File: config.mk
export PLATFORM = sky130hd
export DESIGN_NAME = pwm_fade_ctrl
export DESIGN_NICKNAME = d
export VERILOG_FILES = /design/src/rtl/pwm_fade_ctrl.sv
export SDC_FILE = /design/constraint.sdc
export NUM_CORES = 1
export LEC_CHECK = 0
export CORE_ASPECT_RATIO = 1.5
export CORE_MARGIN = 2
export CORE_UTILIZATION = 40
export CTS_CLUSTER_DIAMETER = 120
export DETAILED_ROUTE_END_ITERATION = 7
export GPL_ROUTABILITY_DRIVEN = 0
export HOLD_SLACK_MARGIN = 0.06
export PLACE_DENSITY_LB_ADDON = 0.1
export SLEW_MARGIN = 10
export SYNTH_ARGS = -nofsm -noshare
export SYNTH_HDL_FRONTEND = slang
export SYNTH_SLANG_ARGS = --single-unit
File: constraint.sdc
create_clock -name clk -period 12.3 [get_ports clk]
set_input_delay 2.46 -clock clk [delete_from_list [all_inputs] [get_ports clk]]
set_output_delay 2.46 -clock clk [all_outputs]
set_load 0.005 [all_outputs]
File: src/rtl/pwm_fade_ctrl.sv
// pwm_fade_ctrl: PWM period counter and comparator with period-aligned duty ramping driven by valid/ready commands
module pwm_fade_ctrl #(
  parameter int PERIOD = 100,
  parameter int DW     = $clog2(PERIOD + 1),
  parameter int HOLD_W = 8
) (
  input  logic              clk,
  input  logic              rstn,
  input  logic              cmd_valid,
  output logic              cmd_ready,
  input  logic [DW-1:0]     cmd_target,
  input  logic [DW-1:0]     cmd_step,
  input  logic [HOLD_W-1:0] cmd_hold,
  output logic              pwm,
  output logic [DW-1:0]     duty,
  output logic              busy,
  output logic              done
);
  localparam int CW = $clog2(PERIOD);
  localparam logic [0:0] IDLE = 1'b0;
  localparam logic [0:0] RAMP = 1'b1;

  logic [CW-1:0]     cnt_q, cnt_d;
  logic [0:0]        state_q, state_d;
  logic [DW-1:0]     duty_q, duty_d;
  logic [DW-1:0]     tgt_q, tgt_d;
  logic [DW-1:0]     step_q, step_d;
  logic [HOLD_W-1:0] hold_q, hold_d;
  logic [HOLD_W-1:0] hcnt_q, hcnt_d;
  logic              done_q, done_d;
  logic              boundary, accept, ramp_tick, step_now, up, last;
  logic [DW-1:0]     diff;

  assign boundary  = cnt_q == CW'(PERIOD - 1);
  assign accept    = state_q == IDLE && cmd_valid;
  assign ramp_tick = state_q == RAMP && boundary;
  assign step_now  = ramp_tick && hcnt_q == hold_q - HOLD_W'(1);
  assign up        = tgt_q > duty_q;
  assign diff      = up ? tgt_q - duty_q : duty_q - tgt_q;
  assign last      = step_q == '0 || diff <= step_q;

  assign cmd_ready = state_q == IDLE;
  assign busy      = state_q == RAMP;
  assign done      = done_q;
  assign duty      = duty_q;
  assign pwm       = DW'(cnt_q) < duty_q;

  // Next state: latch commands in IDLE, count boundaries and apply steps in RAMP
  always_comb begin
    cnt_d   = boundary ? '0 : cnt_q + CW'(1);
    tgt_d   = accept ? (cmd_target > DW'(PERIOD) ? DW'(PERIOD) : cmd_target) : tgt_q;
    step_d  = accept ? cmd_step : step_q;
    hold_d  = accept ? (cmd_hold == '0 ? HOLD_W'(1) : cmd_hold) : hold_q;
    hcnt_d  = accept ? '0 : step_now ? '0 : ramp_tick ? hcnt_q + HOLD_W'(1) : hcnt_q;
    duty_d  = step_now ? (last ? tgt_q : up ? duty_q + step_q : duty_q - step_q) : duty_q;
    state_d = accept ? RAMP : (step_now && last) ? IDLE : state_q;
    done_d  = step_now && last;
  end

  // State registers, cleared asynchronously
  always_ff @(posedge clk or negedge rstn) begin
    if (!rstn) begin
      cnt_q   <= '0;
      state_q <= IDLE;
      duty_q  <= '0;
      tgt_q   <= '0;
      step_q  <= '0;
      hold_q  <= '0;
      hcnt_q  <= '0;
      done_q  <= 1'b0;
    end else begin
      cnt_q   <= cnt_d;
      state_q <= state_d;
      duty_q  <= duty_d;
      tgt_q   <= tgt_d;
      step_q  <= step_d;
      hold_q  <= hold_d;
      hcnt_q  <= hcnt_d;
      done_q  <= done_d;
    end
  end
endmodule

# Word level (Yosys, flattened, before mapping)
# Index checks and enable logic that the tools add are counted.
classes:
  addsub: 7
  n_lt_le_gt_ge: 4
  n_eq_ne: 2
  mux: 11
  bitwise_logic: 1
  n_reduce_logical: 9
ops:
  columns: ["op", "count"]
  rows:
  - ["$mux 7", 5]
  - ["$mux 8", 4]
  - ["$sub 7x7->7", 3]
  - ["$add 8x1->8 const B", 1]
  - ["$eq 8x8->1", 1]
  - ["$logic_not 8->1", 1]
  - ["$sub 8x1->8 const B", 1]
  - ["$add 7x1->7 const B", 1]
  - ["$add 7x7->7", 1]
  - ["$eq 7x7->1 const B", 1]
  - ["$gt 7x7->1", 1]
  - ["$gt 7x7->1 const B", 1]
  - ["$le 7x7->1", 1]
  - ["$logic_not 7->1", 1]
  - ["$lt 7x7->1", 1]
  - ["$logic_and 1x1->1", 4]
  - ["$reduce_bool 3->1", 1]
  - ["$mux 1", 2]
  - ["$reduce_bool 2->1", 1]
  - ["$logic_or 1x1->1", 1]
  - ["$not 1->1", 1]
word_totals:
  reg_bits: 46

# Depth between registers and ports, before layout
logic_depth:
  depth_word: 7
  ltp_mapped: 16
  mapped_depth_nobuf: 16

# Least setup slack after synthesis
# Ideal clock, no wire load.
synth_path:
  path_kind: "reg-to-reg"
  start: "register duty_q[2], in the netlist duty[2]"
  end: "register duty_q[0], in the netlist duty[0]"
  setup_time_ns: 0.125
  arrival_time_ns: 4.117
  required_ns: 12.175
  setup_slack_ns: 8.058
  stages_incl_launch_ff: 16
  path_cell_list: "dfrtp_1 -> inv_1 -> ha_1 -> clkbuf_1 -> a21oi_1 -> a21boi_0 -> o21a_1 -> buf_1 -> mux2_2 -> ha_1 -> nor2b_1 -> o21ai_0 -> a21oi_1 -> o31ai_1 -> mux2i_1 -> mux2_4"
synth_via:
  elab_chain_cells: 5
  word_cells_on_any_way: 8
  cone_classes: "add/sub (2); order compare (2); mux (3); reduce/logical (1)"
synth_rtl:
  columns: ["element", "line", "source"]
  rows:
  - ["start: declaration", "25", "logic [DW-1:0] duty_q, duty_d;"]
  - ["start signal: assignment", "74", "duty_q <= duty_d;"]
  - ["$sub 7x7->7 / $gt 7x7->1 (equally long branches)", "39, 38", null]
  - ["$mux 7", "39", "assign diff = up ? tgt_q - duty_q : duty_q - tgt_q;"]
  - ["$le 7x7->1", "40", "assign last = step_q == '0 || diff <= step_q;"]
  - ["$logic_or 1x1->1", "40", null]
  - ["$mux 7 *", "55", "duty_d = step_now ? (last ? tgt_q : up ? duty_q + step_q : duty_q - step_q) : duty_q;"]
# Mark *: on every way between the ends. The rest lies on a longest branch, timed or not.
# A chain may end at the register's enable or synchronous reset.

# Worst setup path after layout
layout_path:
  start: "register duty_q[1], in the netlist duty[1]"
  end: "output pwm"
layout_via:
  elab_chain_cells: 1
layout_rtl:
  columns: ["element", "line", "source"]
  rows:
  - ["$lt 7x7->1", "46", "assign pwm = DW'(cnt_q) < duty_q;"]
  - ["end: declaration", "14", "output logic pwm,"]
# Every way passes these cells.

==> results.ini <==
[timing]
relSlewSlack = 0.266
clock_skew_ns = 0.00364
setup_tns_ns = 0
fin_crit_ns = 5.04
fin_crit_sh = 0.410
hold_viol_final = 0
fmaxAchievable_ghz = 0.198
rsz0062_at_grt = false
setup_violations = 0
whs_ns = 0.472
worst_slew_pin_slew_ns = 1.10
drv_slew = 0

[routing]
wl_per_cell_um = 16.7
drc = 0
routed_wl_um = 8980
vias_per_cell = 5.43
vias = 2928
final_antenna_net_count = 0
dr.pass1.iters = 4
drtIter0Drc = 86

[finish]
insertedDiodeCount = 0
drive_gt1_frac = 0.0556
n_fill_cell = 852
area_growth_pct = 17.6
final_nets = 495
ff_latch_area_um2 = 1150
multi_input_area_um2 = 2190
post-route-util = 0.486

[die]
coreArea_um2 = 8460
die_h_um = 119
num_rows = 41
die_w_um = 80.3
fp.dieArea_um2 = 9520
initial_core_util = 0.413
pin_count = 36

[global_routing]
grt_antenna_before_repair = 0
grt_pass1_wl_um = 15100
grt_overflow = 0
grt_use_met3 = 0.0328
busiest_layer = met2
grt_pass1_vias = 3058
use_met1 = 0.226
track_usage = 0.207
grtUsageMet2 = 0.389
grt_max_degree = 47

[pwr]
peakVddDrop_mv = 0.0523
power_density_nw_per_um2 = 90.0
p_leak_uw = 0.00183

[job]
drv_cap = 0

[synth]
syn_inst = 395
ys_seq_area_frac = 0.329
ys_async_sr_fraction = 1.00
yosysTopAreaCellShare = 0.329
ys_ff_latch = 46
synth_warnings = 0
synthesis.area_um2 = 3500
post_synth_num_cell_types = 56
yosys.area.top_type = dfrtp_1
synth_area_leaders = dfrtp_1, ha_1, nand2_1
synth_area_per_cell_um2 = 8.85
synth_flop_cell = dfrtp_1
synth_edf_count = 0
syn-num-nets = 459

[setup_path]
crit_slowest_cell = dfrtp_1
slowest_delay_ns = 0.50
cp_num_buf_inv = 2
cp.arrival_ns = 2.58
worstPathCellList = inv_1 > ha_1 > a21o_1 > a21o_1 > a21o_1 > a21oi_1 > o21a_1 > clkdlybuf4s50_1
crit_type = flop to output port
reg2reg_from = duty[3]
crit_family = compound AO/OA/AOI/OAI gates
critPathLaunchType = flop
reg2reg_setup_slack_ns = 8.11
worst_path_most_repeated_cell = a21o_1
worstSetupEndpointType = output port
worstPathRequired_ns = 9.84
cp_max_fo = 7
crit_end = pwm
reg2regPathDepth = 15
crit_start = duty[1]
reg2reg_to = duty[5]
crit_cells = 8

[clock_tree]
tritoncts = built
clockRootBuffer = clkbuf_16
ctsHoldBuffers = 0
cts.htree.levels = 2
cts.sinks = 46
cts_resized = 0
clockBufferDepth = 2
clk_latency_ns = 0.29
cts_buffers = 5
postCtsSetupBuffers = 0
clk_pin_slew_ns = 0.06

[hold_path]
min_path_type = flop to flop
hp-start = cnt_q[0]

[placement]
dpl.hpwl_um = 7000
port_buffers = 35

[outcome]
outcome = completed

==> layout make-up <==
class                           instances  area share
Multi-Input combinational cell        308       0.533
Sequential cell                        46       0.280
Timing Repair Buffer                   38      0.0894
Clock buffer                            7      0.0347
Tap cell                              107      0.0325
Inverter                               32      0.0292
Clock inverter                          1     0.00122
==> flip-flops by register name, summed over array words and instances (netlist names) <==
name / cells
busy: 1
duty: 7
tgt_q: 7
cnt_q: 7
step_q: 7
done: 1
hcnt_q: 8
hold_q: 8
==> through the flow <==
stage	total power (uW)	worst slack, ns	std cells	instance area (um^2)
after CTS	375	7.21	539	4110
after detailed placement	233	7.54	531	3970
after floorplan	207	8.06	395	3500
final	370	7.26	539	4110
after global placement	233	7.56	531	3970
after global routing	389	7.05	539	4110
==> layout by cell type, fill, tap and decap left out, drive strengths merged, types with 2 or more instances in the layout <==
| cell | Yosys | layout |
|---|---|---|
| o21a | 5 | 5 |
| and2 | 2 | 2 |
| nor2b | 4 | 4 |
| a21o | 12 | 12 |
| clkbuf | 8 | 7 |
| or3b | 2 | 2 |
| nand2b | 7 | 7 |
| nor4 | 4 | 4 |
| a21boi | 2 | 2 |
| dfrtp | 46 | 46 |
| o31a | 3 | 3 |
| xor2 | 8 | 8 |
| o211ai | 3 | 3 |
| mux2 | 3 | 3 |
| and3 | 3 | 3 |
| nand3 | 10 | 10 |
| ha | 36 | 36 |
| o21ai | 32 | 32 |
| buf | 1 | 4 |
| o21bai | 4 | 4 |
| inv | 32 | 32 |
| nor3 | 5 | 5 |
| mux2i | 9 | 9 |
| nand2 | 56 | 56 |
| fa | 3 | 3 |
| o31ai | 7 | 7 |
| clkdlybuf4s50 | 0 | 34 |
| a21oi | 20 | 20 |
| and4 | 2 | 2 |
| nor2 | 14 | 14 |
| or3 | 6 | 6 |
| xnor2 | 16 | 16 |
| a211oi | 10 | 10 |
| nand4 | 2 | 2 |
| nand3b | 3 | 3 |
==> power breakdown <==
part	switching, uW	internal, uW	leakage (uW)
registers	4.14	155	0.000559
logic	38.1	32.4	0.00120
clock network	59.5	80.8	0.0000739
total	102	268	0.00183
==> worst min-delay path by stage <==
stage                    end  slack [ns]  cells past startpoint
finish              cnt_q[0]        0.47                      1
global route        cnt_q[0]        0.50                      1
CTS                 cnt_q[0]        0.48                      1
detailed placement  cnt_q[0]        0.47                      1
global placement    cnt_q[0]        0.46                      1
floorplan           cnt_q[0]        0.45                      1
==> worst reg2reg max path, delay by kind of cell (launching register included) <==
kind            cells  cell delay [ns]
compound gates      6             1.36
simple gates        3             0.86
fa+ha+maj           2             0.66
flops               1             0.44
mux                 1             0.41
buf+inv             2             0.29
xor+xnor            1             0.10
==> logic make-up after synthesis <==
| logic type | count (synthesis) | share of synthesized area |
|---|---|---|
| flip-flops | 46 | 0.329 |
| buffers and inverters | 41 | 0.0444 |
| AND/OR/NAND/NOR | 125 | 0.175 |
| adder cells (fa/ha/maj) | 39 | 0.146 |
| XOR/XNOR | 24 | 0.0601 |
| AO/OA/AOI/OAI | 108 | 0.209 |
| multiplexers | 12 | 0.0365 |
==> routing by layer <==
layer  share of wire  vias up  wire length, um
met5               0        -                0
met4           0.026        0              233
met3           0.031       14              274
met2            0.55       52             4970
met1            0.39     1389             3490
li1                -     1473                -
==> synthesized netlist by cell type, types with 5 or more instances <==
| cell | n |
|---|---|
| o21ai_0 | 27 |
| clkbuf_1 | 7 |
| mux2i_1 | 9 |
| nand3_1 | 10 |
| o21a_1 | 5 |
| xnor2_1 | 16 |
| a21o_1 | 12 |
| inv_1 | 32 |
| or3_1 | 6 |
| nor2_1 | 14 |
| nor3_1 | 5 |
| a211oi_1 | 9 |
| ha_1 | 36 |
| o31ai_1 | 7 |
| nand2_1 | 56 |
| nand2b_1 | 7 |
| a21oi_1 | 20 |
| xor2_1 | 8 |
| dfrtp_1 | 46 |
Power figures use the tool's default switching activity.
